==> config.mk <==
export PLATFORM = sky130hd
export DESIGN_NAME = dmem_arbiter
export DESIGN_NICKNAME = d
export VERILOG_FILES = /design/src/rtl/dmem_arbiter.sv
export SDC_FILE = /design/constraint.sdc
export NUM_CORES = 1
export LEC_CHECK = 0
export CORE_MARGIN = 4
export CORE_UTILIZATION = 42
export CTS_BUF_LIST = sky130_fd_sc_hd__clkbuf_8 sky130_fd_sc_hd__clkbuf_16
export CTS_CLUSTER_DIAMETER = 150
export CTS_CLUSTER_SIZE = 30
export DETAILED_ROUTE_END_ITERATION = 16
export PLACE_DENSITY_LB_ADDON = 0.3
export SYNTH_ARGS = -nofsm -noshare
export SYNTH_HDL_FRONTEND = slang
export SYNTH_SLANG_ARGS = --single-unit
==> constraint.sdc <==
create_clock -name clk -period 6.15 [get_ports clk]
set_input_delay 1.23 -clock clk [delete_from_list [all_inputs] [get_ports clk]]
set_output_delay 1.23 -clock clk [all_outputs]
set_load 0.1 [all_outputs]
==> src/rtl/dmem_arbiter.sv <==
// dmem_arbiter: two-requester initiator for the shared data memory.
// Each core holds a request (read or write) until it receives a one-cycle
// acknowledge. Requests are serialized onto the single memory port with a
// three-state FSM: IDLE (arbitrate and latch) -> ISSUE (memory access) ->
// RESP (ack/err pulse).
//
// Optional feature macro: DMEM_ARB_ROUND_ROBIN_EN
//   defined   : ties are broken round-robin via last_grant_q (port 0 first)
//   undefined : fixed priority, port 0 always wins ties
//
// Ports:
//   clk, rst            clock (rising edge), asynchronous active-high reset
//   req0/1, we0/1       held request, 1 = write / 0 = read
//   addr0/1, wdata0/1   word address and write data, stable while req is high
//   ack0/1              one-cycle completion pulse
//   rdata0/1            read data, valid while ack is high, held otherwise
//   err0/1              pulses with ack when the address was out of range
//   mem_we, mem_addr,   memory write enable, address, write data
//   mem_din
//   mem_dout            combinational memory read data
module dmem_arbiter #(
  parameter int DW         = 32,
  parameter int AW         = 32,
  parameter int DEPTH_LOG2 = 8
) (
  input  logic          clk,
  input  logic          rst,
  input  logic          req0,
  input  logic          req1,
  input  logic          we0,
  input  logic          we1,
  input  logic [AW-1:0] addr0,
  input  logic [AW-1:0] addr1,
  input  logic [DW-1:0] wdata0,
  input  logic [DW-1:0] wdata1,
  output logic          ack0,
  output logic          ack1,
  output logic [DW-1:0] rdata0,
  output logic [DW-1:0] rdata1,
  output logic          err0,
  output logic          err1,
  output logic          mem_we,
  output logic [AW-1:0] mem_addr,
  output logic [DW-1:0] mem_din,
  input  logic [DW-1:0] mem_dout
);

  typedef enum logic [1:0] {
    IDLE  = 2'd0,
    ISSUE = 2'd1,
    RESP  = 2'd2
  } state_t;

  state_t        state_q, state_d;
  logic          cur_id_q;
  logic          cur_we_q;
  logic [AW-1:0] cur_addr_q;
  logic [DW-1:0] cur_wdata_q;
  logic [DW-1:0] rdata0_q;
  logic [DW-1:0] rdata1_q;

  logic          any_req;
  logic          grant_id;
  logic          grant;
  logic          in_range;

  assign any_req  = req0 | req1;
  assign grant    = (state_q == IDLE) && any_req;
  assign in_range = (cur_addr_q >> DEPTH_LOG2) == '0;

`ifdef DMEM_ARB_ROUND_ROBIN_EN
  // Remembers the most recent grant; reset to 1 so port 0 wins the first tie.
  logic last_grant_q;

  always_comb begin
    grant_id = ~req0;
    if (req0 && req1) begin
      grant_id = ~last_grant_q;
    end
  end

  always_ff @(posedge clk or posedge rst) begin
    if (rst) begin
      last_grant_q <= 1'b1;
    end else if (grant) begin
      last_grant_q <= grant_id;
    end
  end
`else
  // Fixed priority: port 1 only wins when port 0 is not requesting.
  always_comb begin
    grant_id = ~req0;
  end
`endif

  always_comb begin
    state_d = state_q;
    case (state_q)
      IDLE:    if (any_req) state_d = ISSUE;
      ISSUE:   state_d = RESP;
      RESP:    state_d = IDLE;
      default: state_d = IDLE;
    endcase
  end

  always_ff @(posedge clk or posedge rst) begin
    if (rst) begin
      state_q <= IDLE;
    end else begin
      state_q <= state_d;
    end
  end

  // The current-access registers double as the memory address/data drivers,
  // so mem_addr/mem_din only change when a new access is latched and hold
  // their value through RESP and IDLE.
  always_ff @(posedge clk or posedge rst) begin
    if (rst) begin
      cur_id_q    <= 1'b0;
      cur_we_q    <= 1'b0;
      cur_addr_q  <= '0;
      cur_wdata_q <= '0;
      rdata0_q    <= '0;
      rdata1_q    <= '0;
    end else begin
      if (grant) begin
        cur_id_q    <= grant_id;
        cur_we_q    <= grant_id ? we1 : we0;
        cur_addr_q  <= grant_id ? addr1 : addr0;
        cur_wdata_q <= grant_id ? wdata1 : wdata0;
      end
      // Read data is captured at the edge ending ISSUE; out-of-range reads
      // return zero instead of whatever the memory aliases to.
      if ((state_q == ISSUE) && !cur_we_q) begin
        if (cur_id_q) begin
          rdata1_q <= in_range ? mem_dout : '0;
        end else begin
          rdata0_q <= in_range ? mem_dout : '0;
        end
      end
    end
  end

  // All memory-side controls decode from registered state only, so they
  // never glitch on core input changes.
  assign mem_we   = (state_q == ISSUE) && cur_we_q && in_range;
  assign mem_addr = cur_addr_q;
  assign mem_din  = cur_wdata_q;

  assign ack0   = (state_q == RESP) && !cur_id_q;
  assign ack1   = (state_q == RESP) &&  cur_id_q;
  assign err0   = ack0 && !in_range;
  assign err1   = ack1 && !in_range;
  assign rdata0 = rdata0_q;
  assign rdata1 = rdata1_q;

endmodule

==> results.sh, run 1 <==
export IMPL_htree_levels=4
export IMPL_ys_ff_latch=132
export IMPL_die_area_mm2=0.0171
export IMPL_coreArea_mm2=0.0146
export IMPL_worst_setup_path_end_kind="output pin"
export IMPL_fmax_ghz=0.222
export IMPL_cp_required_ns=4.92
export IMPL_drc=0
export IMPL_antenna_found_initial=1
export IMPL_critical_path_arrival_ns=3.27
export IMPL_yosysWarnings=0
export IMPL_area_growth_synth_to_final_pct=57.3
export IMPL_worstMarginPinSlew_ns=1.22
export IMPL_cts_resized=0
export IMPL_whs_path_depth=2
export IMPL_synth_top_cells_by_area="dfrtp_1 (52%), mux2_2 (16%), mux2_4 (9.2%), nand4_1 (6.4%), o21ai_1 (4.7%)"
export IMPL_synth_edf_count=0
export IMPL_num_vias=5449
export IMPL_ios=299
export IMPL_vias_per_cell=5.45
export IMPL_cts_clk_slew_worst_paths_ns=0.06
export IMPL_finalMaxSlewViolations=0
export IMPL_rr_worst_depth=3
export IMPL_ys_flop_type="dfrtp_1"
export IMPL_fin_crit_ns=4.50
export IMPL_die_y_um=131
export IMPL_ys_async_sr_fraction=1.00
export IMPL_final_hold_viol_count=0
export IMPL_grt_pass1_wl_um=30500
export IMPL_hold_path_endpoint="rdata1[11]$_DFFE_PP0P_"
export IMPL_netlist_area_mm2=0.00634
export IMPL_drv_cap=0
export IMPL_postCtsSetupBuffers=0
export IMPL_crit_type="reg2out"
export IMPL_syn_inst=528
export IMPL_cts_root_buf="clkbuf_16"
export IMPL_synth_avg_cell_area_um2=12.0
export IMPL_fin_crit_sh=0.732
export IMPL_rsz0062_at_grt="false"
export IMPL_numPortBuffers=298
export IMPL_rows=44
export IMPL_grt_max_degree=80
export IMPL_r2r_slack_ns=3.93
export IMPL_start_util=0.433
export IMPL_yosysSeqAreaShare=0.521
export IMPL_hp_start="rdata1[11]$_DFFE_PP0P_"
export IMPL_gp_congestion=0.825
export IMPL_cts_buffer_depth=2
export IMPL_drive_above_1_share=0.216
export IMPL_clock_latency_ns=0.42
export IMPL_wl_per_cell_um=20.2
export IMPL_cp_start_kind="register"
export IMPL_path_max_fanout=65
export IMPL_cts_sinks=132
export IMPL_wl_um=20200
export IMPL_ant_nets=0
export IMPL_hold_path_class="reg2reg"
export IMPL_r2r_end="mem_addr[10]$_DFFE_PP0P_"
export IMPL_worstReg2RegStart="state_q[1]$_DFFE_PP0P_"
export IMPL_drt_iter0_markers=440
export IMPL_finalSetupViolCount=0
export IMPL_tritoncts="built"
export IMPL_grt_usage=0.234
export IMPL_dieWidth_um=131
export IMPL_synth_largest_area_cell="dfrtp_1"
export IMPL_slew_headroom=0.187
export IMPL_synthesis_nets=694
export IMPL_fin_skew_ns=0.00751
export IMPL_finalSetupTns_ns=0
export IMPL_gr_total_overflow=0
export IMPL_fin_util=0.681
export IMPL_fin_nets=968
export IMPL_dp_hpwl_um=14600
export IMPL_numCtsBuffers=17
export IMPL_synth_top_area_frac=0.521
export IMPL_nFillCells=1054
export IMPL_synthDistinctLibCells=24
export IMPL_grt_pass1_vias=5552
export IMPL_ctsHoldBuffers=0
export IMPL_drtPass1Iterations=5
export IMPL_status="finished, final reports clean"
==> cells in the final DEF (no fill, tap or decap), types with 2 or more instances in the layout <==
cell             count
mux2_4              39
clkbuf_16           17
nor4_1               4
nand2_1             66
clkdlybuf4s50_1    297
o21ai_0              4
clkbuf_8             6
nor4_2               2
buf_4                7
nand4_1             65
a21oi_1              2
mux2_2              91
bufinv_16            3
o21ai_1             60
dfrtp_1            132
o21a_1               2
clkinv_2             5
==> flip-flops by register name, summed over array words and instances (netlist names) <==
signal and cells:
cur_we_q 1, rdata1 32, state_q 2, rdata0 32
mem_din 32, mem_addr 32, cur_id_q 1
==> Yosys cell counts (all sizes together) (2+ instances only) <==
master	instances
dfrtp	132
mux2	130
nand2	66
nand4	65
o21ai	64
buf	40
clkbuf	10
nor4	6
o21a	3
a21oi	2
==> metrics by stage <==
step	setup slack [ns]	std cells	instance area, um^2	hold WS (ns)
finish	1.65	1000	9970	0.487
detailed placement	2.13	967	9340	0.476
CTS	1.65	999	9970	0.488
global route	1.54	1000	9970	0.509
global placement	2.17	967	9340	0.473
floorplan	1.27	528	6340	0.552
==> metal layers <==
layer,vias up,routed length (um),global-route usage
met5,-,0,0
met4,0,379,0.0847
met2,269,10700,0.409
met3,27,1550,0.0638
li1,2468,-,-
met1,2685,7520,0.276
==> logic make-up after synthesis <==
logic type	after synthesis	synth area share
AND/OR/NAND/NOR	146	0.124
AO/OA/AOI/OAI	69	0.0556
multiplexers	130	0.254
flip-flops	132	0.521
buffers and inverters	51	0.0456
==> worst max path at each step <==
stage | from | to | slack, ns | depth (start not counted)
floorplan | state_q[1]$_DFFE_PP0P_ | err0 | 1.27 | 2
finish | mem_addr[14]$_DFFE_PP0P_ | mem_we | 1.65 | 5
CTS | mem_addr[14]$_DFFE_PP0P_ | mem_we | 1.65 | 5
global route | mem_addr[14]$_DFFE_PP0P_ | mem_we | 1.54 | 5
global placement | mem_addr[14]$_DFFE_PP0P_ | mem_we | 2.17 | 5
detailed placement | mem_addr[14]$_DFFE_PP0P_ | mem_we | 2.13 | 5
==> cell type report <==
class / instances / area, um^2 / share of cell area
Sequential cell: 132 / 3300 / 0.331
Multi-Input combinational cell: 345 / 2770 / 0.278
Antenna cell: 1 / 2.50 / 0.000251
Clock inverter: 9 / 123 / 0.0123
Tap cell: 184 / 230 / 0.0231
Timing Repair Buffer: 305 / 3030 / 0.304
Inverter: 1 / 8.76 / 0.000878
Clock buffer: 23 / 508 / 0.0509
==> worst max-delay path: stages, from the launching register on <==
cell and delay [ns]:
dfrtp_1 0.41, nor4_2 0.28, buf_4 0.55, nand2_1 0.24
nor3_2 0.20, clkdlybuf4s50_1 1.15
Power of run 1 is left out: the tool's default activity adds up to more than one toggle a clock period on the data nets, which glitch-free logic cannot reach.
==> run 2, diff against run 1 <==
CORE_UTILIZATION = 38   (was 42)
clock period = 3.9 ns   (was 6.15 ns; I/O delays follow)
==> results.sh, run 2 (synthesis gave the netlist of run 1 again) <==
export IMPL_grt_pass1_wl_um=30600
export IMPL_critical_path_arrival_ns=2.34
export IMPL_postCtsSetupBuffers=0
export IMPL_status="finished, final reports clean"
export IMPL_drive_above_1_share=0.223
export IMPL_fin_crit_ns=3.12
export IMPL_rsz0062_at_grt="false"
export IMPL_clock_latency_ns=0.41
export IMPL_slew_headroom=0.165
export IMPL_cts_buffer_depth=2
export IMPL_slowest_delay_ns=0.40
export IMPL_rows=46
export IMPL_vias_per_cell=5.17
export IMPL_slowest_stage="dfrtp_1"
export IMPL_finalSetupTns_ns=0
export IMPL_cpMostUsedCell="buf_4"
export IMPL_hold_path_class="reg2reg"
export IMPL_gp_congestion=0.856
export IMPL_dp_hpwl_um=14700
export IMPL_drc=0
export IMPL_cts_root_buf="clkbuf_16"
export IMPL_cts_resized=0
export IMPL_gr_total_overflow=0
export IMPL_antenna_found_initial=1
export IMPL_cts_clk_slew_worst_paths_ns=0.06
export IMPL_final_common_cell="clkdlybuf4s50_1"
export IMPL_tritoncts="built"
export IMPL_numPortBuffers=298
export IMPL_dieWidth_um=137
export IMPL_fin_nets=970
export IMPL_drt_iter0_markers=267
export IMPL_finalMaxSlewViolations=0
export IMPL_wl_um=20000
export IMPL_die_y_um=137
export IMPL_layout_common_cells="clkdlybuf4s50_1 (292), dfrtp_1 (132), mux2_2 (91), nand2_1 (66), nand4_1 (65)"
export IMPL_ant_nets=0
export IMPL_numCtsBuffers=17
export IMPL_grt_pass1_vias=5780
export IMPL_cts_sinks=132
export IMPL_path_cells="nor4_1, nand4_1, buf_4, nor3_2, buf_4"
export IMPL_grt_usage=0.212
export IMPL_num_vias=5345
export IMPL_start_util=0.393
export IMPL_crit_type="reg2out"
export IMPL_finalSetupViolCount=0
export IMPL_drv_cap=0
export IMPL_final_hold_viol_count=0
export IMPL_htree_levels=4
export IMPL_grt_max_degree=69
export IMPL_fin_skew_ns=0.00692
export IMPL_fmax_ghz=0.320
export IMPL_fin_util=0.624
export IMPL_worst_path_buf_inv=2
export IMPL_wl_per_cell_um=19.3
export IMPL_die_area_mm2=0.0188
export IMPL_crit_family="simple AND/OR/NAND/NOR gates"
export IMPL_cp_required_ns=3.12
export IMPL_worstMarginPinSlew_ns=1.25
export IMPL_fin_crit_sh=0.800
export IMPL_coreArea_mm2=0.0161
export IMPL_ctsHoldBuffers=0
export IMPL_cp_start_kind="register"
export IMPL_path_max_fanout=66
export IMPL_drtPass1Iterations=4
export IMPL_ios=299
export IMPL_area_growth_synth_to_final_pct=58.5
export IMPL_worst_setup_path_end_kind="output pin"
## run 2: cell types whose count changed in the layout (fill, tap and decap cells not counted), sizes merged
cell           change
bufinv             +1
inv                +1
buf                +7
clkdlybuf4s50      -5
clkbuf             -2
## run 2: final timing paths
kind	start	end	slack (ns)	cells past startpoint
setup / recovery	mem_addr[9]$_DFFE_PP0P_	mem_we	0.78	5
hold / removal	rdata0[0]$_DFFE_PP0P_	rdata0[0]$_DFFE_PP0P_	0.48	2
setup reg to reg	state_q[1]$_DFFE_PP0P_	rdata1[19]$_DFFE_PP0P_	1.76	3
hold reg to reg	rdata0[0]$_DFFE_PP0P_	rdata0[0]$_DFFE_PP0P_	0.48	2
max in group asynchronous	rst	mem_addr[10]$_DFFE_PP0P_	2.15	3
min in group asynchronous	rst	mem_din[25]$_DFFE_PP0P_	0.87	2
## run 2: per-layer routing
layer,global-route usage,up-vias,wire length [um],part of all wire
li1,-,2476,-,-
met1,0.248,2623,7820,0.39
met2,0.362,207,10100,0.51
met3,0.0676,39,1430,0.072
met4,0.0870,0,627,0.031
met5,0,-,0,0
## run 2: worst min-delay path: stages, from the launching register on
cell     delay [ns]
dfrtp_1        0.34
nand2_1        0.04
o21ai_0        0.06
## run 2: layout make-up
class	instances	area [um^2]
Fill cell	1245	6060
Sequential cell	132	3300
Timing Repair Buffer	307	3060
Multi-Input combinational cell	345	2770
Clock buffer	21	480
Tap cell	216	270
Clock inverter	11	156
Inverter	1	7.51
Antenna cell	1	2.50
## run 2: through the flow
stage / worst slack (ns) / hold WS (ns) / area (um^2) / std cells
floorplan: 0.249 / 0.550 / 6350 / 528
global placement: 1.21 / 0.472 / 9410 / 1001
detailed placement: 1.19 / 0.475 / 9410 / 1001
CTS: 0.734 / 0.487 / 10000 / 1033
global route: 0.605 / 0.509 / 10100 / 1034
finish: 0.779 / 0.485 / 10100 / 1034
Power of run 2 is left out for the same reason.
